==> src/rtl/tx53b_pkg.sv <==
// Shared frame layout, pack-state encoding and frame builder for the tx53b hit streamer.
package tx53b_pkg;

    localparam int FRAME_W         = 64;
    localparam int SLOTS_PER_FRAME = 3;

    localparam int NS_BIT    = 63;
    localparam int CNT_MSB   = 62;
    localparam int CNT_LSB   = 60;
    localparam int TAG_MSB   = 55;
    localparam int TAG_LSB   = 48;
    localparam int SLOT0_MSB = 47;
    localparam int SLOT0_LSB = 32;
    localparam int SLOT1_MSB = 31;
    localparam int SLOT1_LSB = 16;
    localparam int SLOT2_MSB = 15;
    localparam int SLOT2_LSB = 0;

    typedef enum logic [1:0] {
        PACK_EMPTY    = 2'd0,
        PACK_PARTIAL  = 2'd1,
        PACK_COMPLETE = 2'd2
    } pack_state_t;

    // Bits [59:56] stay zero because the frame starts from all-zero.
    function automatic logic [FRAME_W-1:0] build_frame(
        input logic        ns,
        input logic [1:0]  cnt,
        input logic [7:0]  tag,
        input logic [15:0] s0,
        input logic [15:0] s1,
        input logic [15:0] s2
    );
        logic [FRAME_W-1:0] f;
        f                     = 64'h0;
        f[NS_BIT]             = ns;
        f[CNT_MSB:CNT_LSB]    = {1'b0, cnt};
        f[TAG_MSB:TAG_LSB]    = tag;
        f[SLOT0_MSB:SLOT0_LSB] = s0;
        f[SLOT1_MSB:SLOT1_LSB] = s1;
        f[SLOT2_MSB:SLOT2_LSB] = s2;
        return f;
    endfunction

endpackage

==> src/rtl/tx53b_out_reg.sv <==
// One-entry AXI-stream output register; accepts a new frame when empty or draining this cycle.
module tx53b_out_reg
    import tx53b_pkg::*;
(
    input  logic               clk,
    input  logic               rst_n,
    input  logic               load,
    input  logic [FRAME_W-1:0] load_data,
    output logic               free,
    output logic [FRAME_W-1:0] tdata,
    output logic               tvalid,
    input  logic               tready
);

    assign free = !tvalid || tready;

    // Holds data stable under backpressure and only drops valid after a transfer.
    always_ff @(posedge clk or negedge rst_n) begin
        if (!rst_n) begin
            tvalid <= 1'b0;
            tdata  <= 64'h0;
        end else if (load && free) begin
            tvalid <= 1'b1;
            tdata  <= load_data;
        end else if (tready) begin
            tvalid <= 1'b0;
        end
    end

endmodule

==> src/rtl/tx53b_stream.sv <==
// tx53b_stream: packs 16-bit hits three per 64-bit frame onto an AXI stream.
// Define TX53B_FLUSH_EN to flush partial frames after FLUSH_CYCLES idle cycles.
module tx53b_stream
    import tx53b_pkg::*;
#(
    parameter int FLUSH_CYCLES = 16
) (
    input  logic        USER_CLK,
    input  logic        USER_RST_N,
    input  logic [15:0] IN_DATA,
    input  logic [7:0]  IN_TAG,
    input  logic        IN_LAST,
    input  logic        IN_VALID,
    output logic        IN_READY,
    output logic [63:0] AURORA_TX_TDATA,
    output logic        AURORA_TX_TVALID,
    input  logic        AURORA_TX_TREADY
);

    pack_state_t        state_r, nxt_state_s;
    logic [15:0]        slot_r      [SLOTS_PER_FRAME];
    logic [15:0]        base_slot_s [SLOTS_PER_FRAME];
    logic [15:0]        new_slot_s  [SLOTS_PER_FRAME];
    logic [1:0]         cnt_r, base_cnt_s, new_cnt_s;
    logic               pack_ns_r, base_ns_s, first_r, ready_en_r;
    logic [7:0]         pack_tag_r, tag_r, base_tag_s, tag_s;
    logic               out_free_s, hold_s, acc_s, ending_s, flush_hit_s;
    logic               load_s, store_s, clear_s;
    logic [FRAME_W-1:0] load_data_s;

    assign hold_s   = (state_r == PACK_COMPLETE) && !out_free_s;
    assign IN_READY = ready_en_r && !hold_s;
    assign acc_s    = IN_VALID && IN_READY;
    assign tag_s    = first_r ? IN_TAG : tag_r;

    // Merge the incoming beat into the pack; a moving COMPLETE pack is treated as empty.
    always_comb begin
        if ((state_r == PACK_COMPLETE) || (cnt_r == 2'd0)) begin
            base_cnt_s = 2'd0;
            base_ns_s  = first_r;
            base_tag_s = tag_s;
        end else begin
            base_cnt_s = cnt_r;
            base_ns_s  = pack_ns_r;
            base_tag_s = pack_tag_r;
        end
        for (int i = 0; i < SLOTS_PER_FRAME; i++) begin
            base_slot_s[i] = (state_r == PACK_COMPLETE) ? 16'h0000 : slot_r[i];
            new_slot_s[i]  = (acc_s && (base_cnt_s == 2'(i))) ? IN_DATA : base_slot_s[i];
        end
        new_cnt_s = acc_s ? (base_cnt_s + 2'd1) : base_cnt_s;
        ending_s  = acc_s && (IN_LAST || (new_cnt_s == 2'(SLOTS_PER_FRAME)));
    end

    // Pack state transitions; a completing beat bypasses COMPLETE when the output is free.
    always_comb begin
        load_s      = 1'b0;
        load_data_s = build_frame(pack_ns_r, cnt_r, pack_tag_r, slot_r[0], slot_r[1], slot_r[2]);
        nxt_state_s = state_r;
        store_s     = 1'b1;
        clear_s     = 1'b0;
        case (state_r)
            PACK_COMPLETE: begin
                if (out_free_s) begin
                    load_s = 1'b1;
                    if (ending_s) begin
                        nxt_state_s = PACK_COMPLETE;
                    end else if (acc_s) begin
                        nxt_state_s = PACK_PARTIAL;
                    end else begin
                        nxt_state_s = PACK_EMPTY;
                    end
                end else begin
                    store_s = 1'b0;
                end
            end
            PACK_EMPTY, PACK_PARTIAL: begin
                if (ending_s && out_free_s) begin
                    load_s      = 1'b1;
                    load_data_s = build_frame(base_ns_s, new_cnt_s, base_tag_s,
                                              new_slot_s[0], new_slot_s[1], new_slot_s[2]);
                    clear_s     = 1'b1;
                    nxt_state_s = PACK_EMPTY;
                end else if (ending_s) begin
                    nxt_state_s = PACK_COMPLETE;
                end else if (acc_s) begin
                    nxt_state_s = PACK_PARTIAL;
                end else if (flush_hit_s) begin
                    nxt_state_s = PACK_COMPLETE;
                end else begin
                    nxt_state_s = state_r;
                end
            end
            default: begin
                nxt_state_s = PACK_EMPTY;
                store_s     = 1'b0;
                clear_s     = 1'b1;
            end
        endcase
    end

    // Pack registers plus event tracking: first_r marks that the next beat opens an event.
    always_ff @(posedge USER_CLK or negedge USER_RST_N) begin
        if (!USER_RST_N) begin
            state_r    <= PACK_EMPTY;
            cnt_r      <= 2'd0;
            pack_ns_r  <= 1'b1;
            pack_tag_r <= 8'h00;
            tag_r      <= 8'h00;
            first_r    <= 1'b1;
            ready_en_r <= 1'b0;
            for (int i = 0; i < SLOTS_PER_FRAME; i++) begin
                slot_r[i] <= 16'h0000;
            end
        end else begin
            state_r    <= nxt_state_s;
            ready_en_r <= 1'b1;
            if (clear_s) begin
                cnt_r      <= 2'd0;
                pack_ns_r  <= 1'b1;
                pack_tag_r <= 8'h00;
                for (int i = 0; i < SLOTS_PER_FRAME; i++) begin
                    slot_r[i] <= 16'h0000;
                end
            end else if (store_s) begin
                cnt_r      <= new_cnt_s;
                pack_ns_r  <= base_ns_s;
                pack_tag_r <= base_tag_s;
                for (int i = 0; i < SLOTS_PER_FRAME; i++) begin
                    slot_r[i] <= new_slot_s[i];
                end
            end
            if (acc_s) begin
                first_r <= IN_LAST;
            end
            if (acc_s && first_r) begin
                tag_r <= IN_TAG;
            end
        end
    end

`ifdef TX53B_FLUSH_EN
    localparam int FLUSH_W = $clog2(FLUSH_CYCLES + 1);
    logic [FLUSH_W-1:0] flush_cnt_r;

    // Counts consecutive idle cycles of a PARTIAL pack; restarts otherwise.
    always_ff @(posedge USER_CLK or negedge USER_RST_N) begin
        if (!USER_RST_N) begin
            flush_cnt_r <= '0;
        end else if ((state_r == PACK_PARTIAL) && !IN_VALID) begin
            flush_cnt_r <= flush_cnt_r + FLUSH_W'(1);
        end else begin
            flush_cnt_r <= '0;
        end
    end

    assign flush_hit_s = (state_r == PACK_PARTIAL) && !IN_VALID &&
                         (flush_cnt_r == FLUSH_W'(FLUSH_CYCLES - 1));
`else
    assign flush_hit_s = 1'b0;
`endif

    tx53b_out_reg u_out_reg (
        .clk       (USER_CLK),
        .rst_n     (USER_RST_N),
        .load      (load_s),
        .load_data (load_data_s),
        .free      (out_free_s),
        .tdata     (AURORA_TX_TDATA),
        .tvalid    (AURORA_TX_TVALID),
        .tready    (AURORA_TX_TREADY)
    );

endmodule

==> config.mk <==
export PLATFORM = sky130hd
export DESIGN_NAME = tx53b_stream
export DESIGN_NICKNAME = d
export VERILOG_FILES = /design/src/rtl/tx53b_pkg.sv /design/src/rtl/tx53b_out_reg.sv /design/src/rtl/tx53b_stream.sv
export SDC_FILE = /design/constraint.sdc
export NUM_CORES = 1
export LEC_CHECK = 0
export CAP_MARGIN = 20
export CORE_UTILIZATION = 24
export DETAILED_ROUTE_END_ITERATION = 6
export SYNTH_ARGS = -nofsm -noshare
export SYNTH_HDL_FRONTEND = slang
export SYNTH_SLANG_ARGS = --single-unit
==> constraint.sdc <==
create_clock -name USER_CLK -period 3.5 [get_ports USER_CLK]
set_input_delay 0.7 -clock USER_CLK [delete_from_list [all_inputs] [get_ports USER_CLK]]
set_output_delay 0.7 -clock USER_CLK [all_outputs]
set_load 0.005 [all_outputs]
-- Yosys cells after proc, flatten, opt, wreduce, memory -nomap -nowiden
Index checks and enable logic that the tools add are counted.
- register bits after elaboration: 136
- word-level logic and storage cells: 78
- add/sub/neg operators: 1
- multiplexer cells: 35
- equality and inequality tests: 7
- reduce and logical (&&, ||, !) cells: 23
- operator list (kind ; number):
    64-bit two-way mux ; 2
    16-bit two-way mux ; 6
    48-bit two-way mux ; 2
    8-bit two-way mux ; 4
    2-bit two-way mux ; 9
    1-bit logical AND ; 10
    1-bit two-way mux ; 8
    2-bit == test (second input constant) ; 3
    2-bit logical NOT ; 3
    1-bit one-hot mux with 2 select lines ; 3
    2-bit by 1-bit == test with 1-bit output (second input constant) ; 2
    4-bit != test (second input constant) ; 1
    2-bit one-hot mux with 2 select lines ; 1
    2-bit nonzero test ; 2
    1-bit logical NOT ; 3
    1-bit logical OR ; 3
    2-bit by 1-bit adder with 2-bit output (second input constant) ; 1
    2-bit != test (second input constant) ; 1
    2-bit AND reduction ; 1
    2-bit OR reduction ; 1

-- Depth between registers and ports, before layout
- depth in word-level cells: 16
- depth in mapped cells: 11
- depth with buffers taken out: 7

-- Cells and area by module
From an unflattened synthesis, not the netlist that was laid out.
- cell total of the unflattened synthesis: 436
- area total of the unflattened synthesis: 6516.2 um^2
- modules (own cells, without submodules) (module ; area each (um^2) ; cells an instance ; seq. area each (um^2) ; instances):
    tx53b_stream ; 3844.9 ; 298 ; 1779.2 ; 1
    tx53b_out_reg ; 2671.3 ; 138 ; 1626.6 ; 1

-- Worst setup path before layout
OpenSTA, ideal clock, no wires.
- path kind: flip-flop to flip-flop
- start point: reg state_r[0]
- end point: reg u_out_reg.tdata[10]
- data required time: 3.375 ns
- cell stages (with the launch flop): 11
- library setup time: 0.125 ns
- arrival: 2.772 ns
- path slack: 0.604 ns
- clock period less this slack: 2.896 ns
- buffers on the path: 3
- cells stage by stage: dfrtp_1 -> buf_2 -> nand2b_1 -> clkbuf_1 -> nand2_1 -> ha_1 -> and2b_1 -> o2111ai_4 -> buf_6 -> mux2_4 -> mux2_2
- longest elaborated chain between the ends: 13
- elaborated cells on any way between the ends: 25
- those cells by class: add/sub (1); eq/ne (4); mux (8); reduce/logical (12)
- ends and longest elaborated chain (item ; line ; RTL):
    start: declaration ; tx53b_stream.sv:20 ; pack_state_t state_r, nxt_state_s;
    start signal: assignment ; tx53b_stream.sv:116 ; state_r <= nxt_state_s;
    parallel branches: the longest is 13 deep, another holds 2-bit by 1-bit adder with 2-bit output ; -- ;
    end signal: assignment ; tx53b_out_reg.sv:24 ; tdata <= load_data;
    end: declaration ; tx53b_out_reg.sv:10 ; output logic [FRAME_W-1:0] tdata,
Several ways; the timed one is not identified.
A chain may end at the register's enable or synchronous reset.

-- Worst setup path after layout
- start point: in AURORA_TX_TREADY
- end point: out IN_READY
- longest elaborated chain between the ends: 5
- ends and longest elaborated chain (item ; line ; RTL):
    start: declaration ; tx53b_stream.sv:17 ; input logic AURORA_TX_TREADY
    1-bit logical OR ; tx53b_out_reg.sv:15 ; assign free = !tvalid || tready;
    1-bit logical NOT ; tx53b_stream.sv:31 ; assign hold_s = (state_r == PACK_COMPLETE) && !out_free_s;
    1-bit logical AND ; tx53b_stream.sv:31 ;
    1-bit logical NOT ; tx53b_stream.sv:32 ; assign IN_READY = ready_en_r && !hold_s;
    1-bit logical AND ; tx53b_stream.sv:32 ;
    end: declaration ; tx53b_stream.sv:14 ; output logic IN_READY,
Every way passes these cells.

==> results.txt <==
For this design the top-level I/O count stands at 95. The tools report the count of buffers added by post-CTS timing repair for setup as 0. The startpoint identified for the worst register-to-register timing path is state_r[0]. The share of the synthesized area in the top cell type works out to 0.518. The switching share of power came out at 0.318. The number of global-route vias before repair was 4,711; the number of cells upsized or downsized after cts was 0.

The largest individual stage delay along the critical path comes from the cell clkdlybuf4s50_1. Power spread over the standard cell area amounts to 817 nW/um2. The fraction of registers with async set or reset after synthesis came out at 1.00. The signal on the critical path passes through clkdlybuf4s50_1 -> nand4bb_1 -> and2_1 -> clkdlybuf4s50_1. In this run the number of H-tree levels came out at 4.

The total global-route track usage is 0.135, and the post-route fraction of the period consumed by the critical path is 0.885. The core region area is 25,300 um2. The core utilization of the finished layout was 0.321; the number of buffer cells added on primary ports was 89. The number of violations of the max-capacitance limit came out at 0. After synthesis the netlist holds a flip-flop and latch count of 131.

For the max-slew headroom at the worst pin, the log shows 0.293. CTS placed an instance of clkbuf_16 at the clock tree root. The clock slew at the register clock pins of the worst setup and hold paths was 0.06 ns. 0 antenna diodes ended up in the layout. Hold is met by 0.320 ns. The first routing iteration left 348 violations. After detailed routing, the average wire length per cell comes to 17.9 um.

The number of search-and-repair iterations in the first detailed-routing pass came out at 5. The critical path in this run is classified as in -> out. The part of the power in combinational logic is 0.350. The critical path contains buffers and inverters numbering 2 combined. The estimated wirelength of the detail-placed design was 11,400 um; the number of nets with antenna violations after routing was 0. Entering global routing, the biggest net connects 77 pins.

The tools report the setup skew after layout as 0.00723 ns. By area the synthesized netlist is led by dfrtp_1, mux2_2, a22o_1. Counting stages on the worst path, the most repeated cell is clkdlybuf4s50_1. The worst setup path is launched from a primary input. The run gives 0.323 GHz as the maximum achievable frequency. Of all cell types, the one taking the most synthesized area is dfrtp_1.

Counting along the longest clock path gives a buffer depth of 2. The number of synthesized flops with an enable pin is 0. STA puts the critical path data required time at 2.80 ns. The tools report the effective utilization at floorplan as 0.246. The floorplan die width is 163 um.

The routed design has 17,000 um of wire. The tools report the number of clock sinks as 131. The run gives 0.391 as the sequential share of power.

Global routing finished with a remaining overflow of 0. The logs give 7560 um2 for the cell area reported after detailed placement and 0 for the total of hold buffers inserted after clock tree synthesis. Routability-driven placement finished with a final weighted congestion of 0.825. Setup slack of the most critical reg-to-reg path: 0.55 ns. The cell family contributing the most delay on the critical path is buffers and inverters.

The clock reaches the later pin of the worst-skew pair after 0.41 ns. Summing over every cut layer, the via total after detailed routing is 4,621. For this design the total switching power over the nets is 2.11 mW. Cell internal power was estimated by the tool at 4.53 mW. On the worst path, the slowest cell contributes a delay of 0.46 ns. The first global-routing pass estimated 27,400 um of wire. Kind of capture point of the worst setup path: an output port.

The cell area after synthesis came out at 6230 um2. Setup repair after global routing left no endpoint under its margin. After routing the design area is 8130 um2. The area growth from synthesis to layout is 30.5%. The die outline area was 26,600 um2.

The floorplan row count is 58, and the setup TNS is 0 ns. The average size of a mapped cell was 12.3 um2. Among all flip-flop cells after synthesis, the most frequent one is dfrtp_1.

The sequential element share of the synthesized area was 0.527. The flow ran to the end, and the final reports show no timing, DRC or antenna violations. The die is 163 um tall. In the synthesized netlist, the number of instances is 507. The number of antenna violations at the first check in global routing is 0, and the number of warning messages in the yosys log is 0. The static leakage was 3.54 nW; the peak supply drop was 0.382 mV. The tools report the unique cell type count in the Yosys netlist as 57. The commonest cells after synthesis are dfrtp_1, mux2_2, a22o_1. The share of final-layout standard cells stronger than drive strength 1 came out at 0.201. After detailed routing, the number of remaining DRC violations is 0.

Data arrives at the worst endpoint at 2.40 ns. The number of vias per cell is 4.87. Final count of negative-setup-slack endpoints: 0. The number of hold violations in the final report was 0.

The min-delay analysis places its worst path in the category in -> async. CTS buffer count: 17. Measured in cells, the most critical reg-to-reg path has a length of 8. The final critical delay including setup and external delays is 3.10 ns, and the largest fanout of any net on the critical path is 6.

The endpoint identified for the worst register-to-register timing path is u_out_reg.tdata[10]. TritonCTS built the clock tree. In the final design database the tool counted 637 nets. The final count of pins violating max slew is 0, and the part of the power in the clock network is 0.259. The cell with the most instances after synthesis was dfrtp_1. The measured slew at the worst slew-check pin is 1.06 ns.
-- state kept, by name, indices dropped and copies added (netlist names), 2 cells and up --
| signal | count |
|---|---|
| u_out_reg.tdata | 59 |
| cnt_r | 2 |
| slot_r | 48 |
| pack_tag_r | 8 |
| state_r | 2 |
| tag_r | 8 |
-- kinds of logic after synthesis --
logic type | synth area share
other cells | 0.00121
buf+inv | 0.0522
simple gates | 0.0530
mux | 0.151
compound gates | 0.210
fa+ha+maj | 0.00603
flops | 0.527
-- worst max-delay path by stage --
stage                     start             endpoint  slack [ns]  cells past startpoint
4_1_cts        AURORA_TX_TREADY             IN_READY        0.45                      4
3_3_place_gp   AURORA_TX_TREADY           slot_r[22]        0.46                      5
6_report       AURORA_TX_TREADY             IN_READY        0.40                      4
3_5_place_dp   AURORA_TX_TREADY           slot_r[21]        0.41                      5
5_1_grt        AURORA_TX_TREADY             IN_READY        0.35                      4
2_1_floorplan        state_r[0]  u_out_reg.tdata[10]        0.60                     10
-- power by group through the flow --
| stage | logic, mW | clock network [mW] | registers [mW] |
|---|---|---|---|
| floorplan | 1.29 | 0 | 2.50 |
| global placement | 2.31 | 0 | 2.62 |
| detailed placement | 2.35 | 0 | 2.62 |
| CTS | 2.36 | 1.76 | 2.60 |
| global route | 2.56 | 1.84 | 2.68 |
| finish | 2.33 | 1.72 | 2.60 |
-- layer usage --
layer  routed length, um  up-vias  GRT usage
li1                    -     2120          -
met4                 170        0     0.0442
met1                8350     2360      0.193
met5                   0        -          0
met2                7700      132      0.200
met3                 794        9     0.0307
-- worst register-to-register path, stage by stage, from the launching register on --
cell and delay (ns):
dfrtp_1 0.35, nand2b_1 0.30, nand2_1 0.16, ha_1 0.43, and2b_1 0.30, o2111ai_4 0.45
buf_4 0.27, mux2_4 0.31, mux2_2 0.26
-- area by class of cell --
class / instances / area [um2]
fillers: 2533 / 17200
clock inverters: 13 / 126
flip-flops and latches: 131 / 3280
well taps: 330 / 413
clock buffers: 19 / 443
inverters: 29 / 109
multi-input cells: 310 / 2640
repair buffers: 116 / 1120
-- placed cells by master (no fill, tap or decap), types with 8 or more instances in the layout --
cell,count
inv_1,28
mux2i_1,8
buf_4,25
clkbuf_16,17
nand3_1,11
a32o_1,17
nand2_1,20
a221oi_1,24
o32ai_1,16
nor2_1,12
mux2_2,41
o21ai_0,12
a22o_1,33
mux2_1,22
mux2_4,10
dfrtp_1,129
clkdlybuf4s50_1,88
a21oi_1,26
-- per-stage QoR --
| step | std cells | total power [mW] | setup WS (ns) |
|---|---|---|---|
| after floorplan | 511 | 3.80 | 0.604 |
| after global placement | 916 | 4.93 | 0.455 |
| after detailed placement | 916 | 4.97 | 0.405 |
| after CTS | 948 | 6.73 | 0.451 |
| after global routing | 948 | 7.08 | 0.352 |
| final | 948 | 6.64 | 0.404 |
Note: power is estimated with default switching activity, not from simulation.
